**src/rtl/gpio_apb_bank.sv**
```systemverilog
// gpio_apb_bank: APB GPIO bank with pin control, synchronised inputs,
// atomic OUT set/clear and edge interrupts.
module gpio_apb_bank #(
   parameter int NPINS      = 8,
   parameter int ADDR_WIDTH = 4,
   parameter int DATA_WIDTH = 32
) (
   input  logic                  pclk,
   input  logic                  presetn,
   input  logic [ADDR_WIDTH-1:0] paddr,
   input  logic                  pwrite,
   input  logic                  pselx,
   input  logic                  penable,
   input  logic [DATA_WIDTH-1:0] pwdata,
   output logic [DATA_WIDTH-1:0] prdata,
   output logic                  pready,
   output logic                  pslverr,
   input  logic [NPINS-1:0]      y,
   output logic [NPINS-1:0]      oe,
   output logic [NPINS-1:0]      pu,
   output logic [NPINS-1:0]      pd,
   output logic [NPINS-1:0]      a,
   output logic                  irq
);
   typedef enum logic {IDLE, RDATA} state_t;
   state_t r_state, w_next;
   logic [NPINS-1:0] r_oe, r_pu, r_pd, r_out, r_ie, r_ipol, r_istat;
   logic [NPINS-1:0] r_sync, r_ys, r_ys_d;
   logic [NPINS-1:0] w_wd, w_ev, w_rdata, w_clr;
   logic [DATA_WIDTH-1:0] r_prdata;
   logic [31:0] w_a;
   logic r_rerr, r_irq, w_acc, w_wr, w_rd, w_werr, w_rerr, w_unused;
   assign w_a      = 32'(paddr);
   assign w_wd     = pwdata[NPINS-1:0];
   assign w_unused = ^pwdata;
   assign w_acc    = pselx & penable;
   assign w_wr     = (r_state == IDLE) & w_acc & pwrite;
   assign w_rd     = (r_state == IDLE) & w_acc & ~pwrite;
   assign w_rerr   = w_a >= 32'd10;
   assign w_werr   = w_rerr | (w_a == 32'd4);
   assign w_ev     = (r_ipol & r_ys & ~r_ys_d) | (~r_ipol & ~r_ys & r_ys_d);
   assign w_clr    = (w_wr && w_a == 32'd9) ? w_wd : '0;
   always_comb begin
      w_next = r_state;
      pready = 1'b0;
      if (r_state == IDLE) begin
         pready = presetn & w_acc & pwrite;
         w_next = w_rd ? RDATA : IDLE;
      end else begin
         pready = 1'b1;
         w_next = IDLE;
      end
   end
   assign pslverr = pready & ((r_state == RDATA) ? r_rerr : w_werr);
   always_comb begin
      w_rdata = '0;
      case (w_a)
         32'd0:   w_rdata = r_oe;
         32'd1:   w_rdata = r_pu;
         32'd2:   w_rdata = r_pd;
         32'd3:   w_rdata = r_out;
         32'd4:   w_rdata = r_ys;
         32'd7:   w_rdata = r_ie;
         32'd8:   w_rdata = r_ipol;
         32'd9:   w_rdata = r_istat;
         default: w_rdata = '0;
      endcase
   end
   always_ff @(posedge pclk or negedge presetn) begin
      if (!presetn) begin
         r_state  <= IDLE;
         r_oe     <= '0;
         r_pu     <= '0;
         r_pd     <= '0;
         r_out    <= '0;
         r_ie     <= '0;
         r_ipol   <= '0;
         r_istat  <= '0;
         r_sync   <= '0;
         r_ys     <= '0;
         r_ys_d   <= '0;
         r_prdata <= '0;
         r_rerr   <= 1'b0;
         r_irq    <= 1'b0;
      end else begin
         r_state <= w_next;
         r_sync  <= y;
         r_ys    <= r_sync;
         r_ys_d  <= r_ys;
         // new events take priority over a same-cycle W1C clear
         r_istat <= (r_istat & ~w_clr) | (w_ev & r_ie);
         r_irq   <= |(r_istat & r_ie);
         if (w_rd) begin
            r_prdata <= DATA_WIDTH'(w_rdata);
            r_rerr   <= w_rerr;
         end
         if (w_wr) begin
            if (w_a == 32'd0) r_oe   <= w_wd;
            if (w_a == 32'd1) r_pu   <= w_wd;
            if (w_a == 32'd2) r_pd   <= w_wd;
            if (w_a == 32'd3) r_out  <= w_wd;
            if (w_a == 32'd5) r_out  <= r_out | w_wd;
            if (w_a == 32'd6) r_out  <= r_out & ~w_wd;
            if (w_a == 32'd7) r_ie   <= w_wd;
            if (w_a == 32'd8) r_ipol <= w_wd;
         end
      end
   end
   assign oe     = r_oe;
   assign a      = r_out;
   assign pu     = r_pu & ~r_pd;
   assign pd     = r_pd & ~r_pu;
   assign irq    = r_irq;
   assign prdata = r_prdata;
endmodule

```
**config.mk**
```make
export PLATFORM = sky130hd
export DESIGN_NAME = gpio_apb_bank
export DESIGN_NICKNAME = d
export VERILOG_FILES = /design/src/rtl/gpio_apb_bank.sv
export SDC_FILE = /design/constraint.sdc
export NUM_CORES = 1
export LEC_CHECK = 0
export CORE_AREA = 4 4 140 142
export DETAILED_ROUTE_END_ITERATION = 16
export DIE_AREA = 0 0 144 146
export DONT_BUFFER_PORTS = 1
export PLACE_DENSITY = 0.36
export SLEW_MARGIN = 20
export SYNTH_ARGS = -nofsm -noshare
export SYNTH_HDL_FRONTEND = slang
export SYNTH_SLANG_ARGS = --single-unit
```
**constraint.sdc**
```tcl
create_clock -name pclk -period 1.89 [get_ports pclk]
set_input_delay 0 -clock pclk [delete_from_list [all_inputs] [get_ports pclk]]
set_output_delay 0 -clock pclk [all_outputs]
set_load 0.01 [all_outputs]
```
# [Word level (Yosys, flattened, before mapping)]
# Index checks and enable logic that the tools add are counted.
# Widths: inputs -> output; s select.
[word_totals] input_bits=49 ff_bits=91 output_inout_bits=67
[op_classes] reduce_logical=10 bitwise_logic=30 order_cmp=1 eq_ne=9 mux=9
[op_table] cell="$and 8x8->8" count=10
[op_table] cell="$pmux 8 s8" count=1
[op_table] cell="$not 8->8" count=7
[op_table] cell="$logic_not 32->1" count=1
[op_table] cell="$mux 8" count=4
[op_table] cell="$or 8x8->8" count=3
[op_table] cell="$eq 4x3->1 const B" count=4
[op_table] cell="$reduce_and 2->1" count=6
[op_table] cell="$eq 4x2->1 const B" count=2
[op_table] cell="$eq 4x4->1 const B" count=2
[op_table] cell="$reduce_or 8->1" count=1
[op_table] cell="$and 1x1->1" count=7
[op_table] cell="$eq 4x1->1 const B" count=1
[op_table] cell="$ge 4x4->1 const B" count=1
[op_table] cell="$mux 1" count=4
[op_table] cell="$reduce_bool 3->1" count=1
[op_table] cell="$not 1->1" count=2
[op_table] cell="$logic_and 1x1->1" count=1
[op_table] cell="$or 1x1->1" count=1

# [Longest topological paths before layout]
[logic_depth] depth_word=8 mapped_depth=7 depth_no_buf=5

# [Least setup slack after synthesis]
# OpenSTA, ideal clock, no wires.
[synth_path] path_type="flip-flop to flip-flop" start="register r_state" end="register r_pd[0]" path_stages_with_launch=6 slack_ns=0.028 arrival_ns=1.738 synth_period_minus_slack_ns=1.862 required_ns=1.765 n_path_buf=1 cell_sequence="dfrtp_1 > nand4b_4 > or3_1 > buf_2 > nor3b_4 > mux2_2"
[synth_via] elab_chain_cells=4
[synth_rtl] element="from (decl)" line="26" rtl="state_t r_state, w_next;"
[synth_rtl] element="from (signal assigned)" line="86" rtl="r_state <= w_next;"
[synth_rtl] element="$not 1->1"
[synth_rtl] element="$and 1x1->1 (2 in a row)" line="37" rtl="assign w_wr = (r_state == IDLE) & w_acc & pwrite;"
[synth_rtl] element="$reduce_and 2->1 (no line)"
[synth_rtl] element="to (signal assigned)" line="100" rtl="if (w_a == 32'd2) r_pd <= w_wd;"
[synth_rtl] element="to (decl)" line="27" rtl="logic [NPINS-1:0] r_oe, r_pu, r_pd, r_out, r_ie, r_ipol, r_istat;"
# No other way between the ends.
# A chain may end at the register's enable or synchronous reset.

# [Final worst setup path]
[layout_path] start="register r_state" end="register r_pd[6]"
# Same word-level chain as after synthesis.

==> metrics.yaml <==
worst_setup_path:
  critPathRequiredTime_ps: 2120
  reg2regPathDepth: 5
  r2r_slack_ps: 120
  worstSetupPathType: "register to register"
  crit_fanout: 8
  cp-start-kind: "register"
  reg2reg_from: "r_state"
  worstSetupEndpointType: "register"
  arrival_ps: 2010
  r2r_end: "r_pd[6]"
global_route:
  grt_max_degree: 93
  track_usage_pct: 11.6
  antenna_found_initial: 0
  grt_pass1_vias: 2969
  grt-ovfl-total: 0
  grt_pass1_wl_um: 18300
synth:
  synth_cells: 367
  synth_edf_count: 0
  synth.avg_cell_area_um2: 11.9
  yosysUniqueCellTypes: 42
  ys_ff_latch: 91
  synth-seq-area-share_pct: 52.3
  yosys_warnings: 0
  async_flop_share_pct: 100
  synth_area_mm2: 0.00435
  synth_ff_type: "dfrtp_1"
timing:
  max_freq_mhz: 564
  tns_ps: 0
  hold_viol_final: 91
  fin_skew_ps: 9.00
  whs_ps: -657
  period_needed_ps: 1770
  tightest_slew_ps: 680
  finalMaxSlewViolations: 0
  finalCritPeriodShare_pct: 93.9
  rsz0062_at_grt: "no"
  setup_violations: 0
  slew_headroom_pct: 54.5
pwr:
  internal_power_w: 0.00378
  p_sw_w: 0.00148
  pwr_density_cell_mw_per_mm2: 1030
  comb_power_share_pct: 13.9
  p_clk_share_pct: 35.4
  ir_drop_mv: 0.461
  seqPwrFrac_pct: 50.8
  netSwitchingFraction_pct: 28.2
  p_leak_nw: 2.23
detailed_routing:
  drcViolationCount: 0
  dr.pass1.iters: 4
  first_iter_violations: 193
  wirelength_um: 11800
  ant_nets: 0
  vias: 2897
  vias_per_cell: 4.58
  wl_per_cell_um: 18.7
cts:
  holdBufCountCts: 23
  cts.path.max_buffers: 2
  cts_setup_buffers: 0
  cts.reportedPaths.clkPinSlew_ps: 60
  cts_root_buffer: "clkbuf_16"
  clk_latency_ps: 350
  htree_levels: 3
  cts-buffers-inserted: 9
  clock-sinks: 91
  cts_tree: "done"
layout:
  layout.nets: 444
  syn_to_final_growth_pct: 18.0
  fin_area_mm2: 0.00513
  diodes: 0
  final_cells: 633
  final_core_utilization_pct: 27.8
  drive_gt1_share_pct: 23.3
placed_design:
  dp_hpwl_um: 8140
  place.gp.congestion: 0.763
  post-place-cells: 595
  portBuffers: 0
  place_area_mm2: 0.00459
run_status:
  violations: "hold timing"
  outcome: "finished, violations left"
run:
  cap_violations: 0
worst_hold_path:
  hold_class: "input pin to async pin"
die:
  rows: 50
  fp.dieH_um: 146
  die_w_um: 144
  die_area_mm2: 0.0210
  start_util_pct: 23.6
  core_mm2: 0.0185
  ios: 116
[layout by cell type (no fill, tap or decap), drive strengths merged]
cell type | Yosys | final
and3b | 2 | 2
a22o | 12 | 12
o21a | 1 | 1
a22oi | 10 | 10
nand2 | 43 | 43
nor4b | 2 | 2
nor2b | 19 | 19
buf | 34 | 11
or3 | 2 | 2
mux2 | 56 | 56
conb | 1 | 24
a221o | 8 | 8
clkinv | 0 | 2
a41o | 1 | 1
inv | 1 | 3
nand4b | 1 | 1
and2b | 2 | 2
nand4 | 1 | 1
bufinv | 0 | 1
xor2 | 3 | 3
a221oi | 2 | 2
o211a | 6 | 6
and2 | 2 | 2
a32o | 2 | 2
o21ai | 20 | 20
nand2b | 1 | 1
clkbuf | 6 | 10
nand3 | 1 | 1
dlygate4sd3 | 0 | 23
and4b | 1 | 1
o22ai | 1 | 1
nor2 | 13 | 13
a222oi | 6 | 6
dfrtp | 91 | 91
a21oi | 2 | 2
nor3b | 11 | 11
nor3 | 3 | 3
[repair_timing]
| action | in CTS | in global routing |
|---|---|---|
| endpoints found under the hold margin | 165 | 91 |
| resized for setup | 0 | 1 |
| setup endpoints to repair | 0 | 1 |
[layout make-up]
cell class / count / area, um2
Clock buffer: 10 / 239
Clock inverter: 5 / 61.3
Fill cell: 1891 / 13300
Inverter: 1 / 3.75
Multi-Input combinational cell: 258 / 1910
Sequential cell: 91 / 2280
Tap cell: 234 / 293
Timing Repair Buffer: 34 / 350
[logic make-up after synthesis]
group	count (synthesis)	synth area share [%]
AOI/OAI and AO/OA	71	12.7
and+or+nand+nor	104	13.8
xor gates and xnor gates	3	0.604
buffers and inverters	41	6.01
muxes	56	14.5
DFF	91	52.3
other	1	0.0861
[state kept, by name (all words and copies together), names as in the netlist]
register  flops
r_ys          8
r_state       1
r_sync        8
prdata        8
r_ipol        8
r_rerr        1
r_pd          8
r_istat       8
r_ys_d        8
irq           1
r_pu          8
r_ie          8
a             8
oe            8
[layer usage]
metal / vias to the layer above / routed length (um) / GRT usage [%]
li1: 1340 / - / -
met1: 1474 / 4900 / 14.4
met2: 75 / 5990 / 18.9
met3: 8 / 827 / 4.80
met4: 0 / 106 / 2.31
met5: - / 0 / 0
[synthesized netlist by cell type, types with 2 or more instances]
master	instances	area share, %
mux2_2	56	14
a32o_1	2	0.46
a221oi_1	2	0.40
o211a_1	6	1.4
o21ai_0	19	2.2
clkbuf_1	5	0.43
and2_1	2	0.29
nor2_1	12	1.0
a222oi_1	6	1.4
buf_2	7	0.80
and3b_1	2	0.40
nor4b_2	2	0.69
and2b_1	2	0.34
a22oi_1	10	1.7
buf_4	26	4.5
a22o_1	12	2.4
nor3b_1	8	1.4
nand2_1	43	3.7
a221o_1	8	1.8
or3_1	2	0.29
nor3_1	2	0.23
nor2b_1	19	2.7
xor2_1	3	0.60
nor3b_2	2	0.57
dfrtp_1	91	52
a21oi_1	2	0.23
[worst max-delay path: stages, from the launching register on]
cell      delay, ps
dfrtp_1         370
nand4b_4        180
or3_4           380
nor3b_4         230
buf_12          160
mux2_2          330
[power groups by stage]
stage | sequential (W) | clock (W) | combinational (W)
2_1_floorplan | 0.00259 | 0 | 0.000639
3_3_place_gp | 0.00272 | 0 | 0.000662
3_5_place_dp | 0.00272 | 0 | 0.000677
4_1_cts | 0.00269 | 0.00193 | 0.000745
5_1_grt | 0.00273 | 0.00201 | 0.000808
6_report | 0.00267 | 0.00186 | 0.000731
[worst max-delay path by stage]
stage	startpoint	to	slack (ps)	cells after the start
floorplan	r_state	r_pd[0]	30	5
global placement	r_state	r_pd[7]	60	5
detailed placement	r_state	r_pd[6]	40	5
CTS	r_state	r_pd[6]	30	5
global route	r_state	r_pd[6]	70	5
finish	r_state	r_pd[6]	120	5
[through the flow]
step | setup WS, ps | total power (W)
after floorplan | 27.5 | 0.00322
after global placement | 64.0 | 0.00338
after detailed placement | 38.0 | 0.00340
after CTS | 31.1 | 0.00536
after global routing | 67.6 | 0.00554
final | 116 | 0.00527
(Power assumes the default switching activity.)
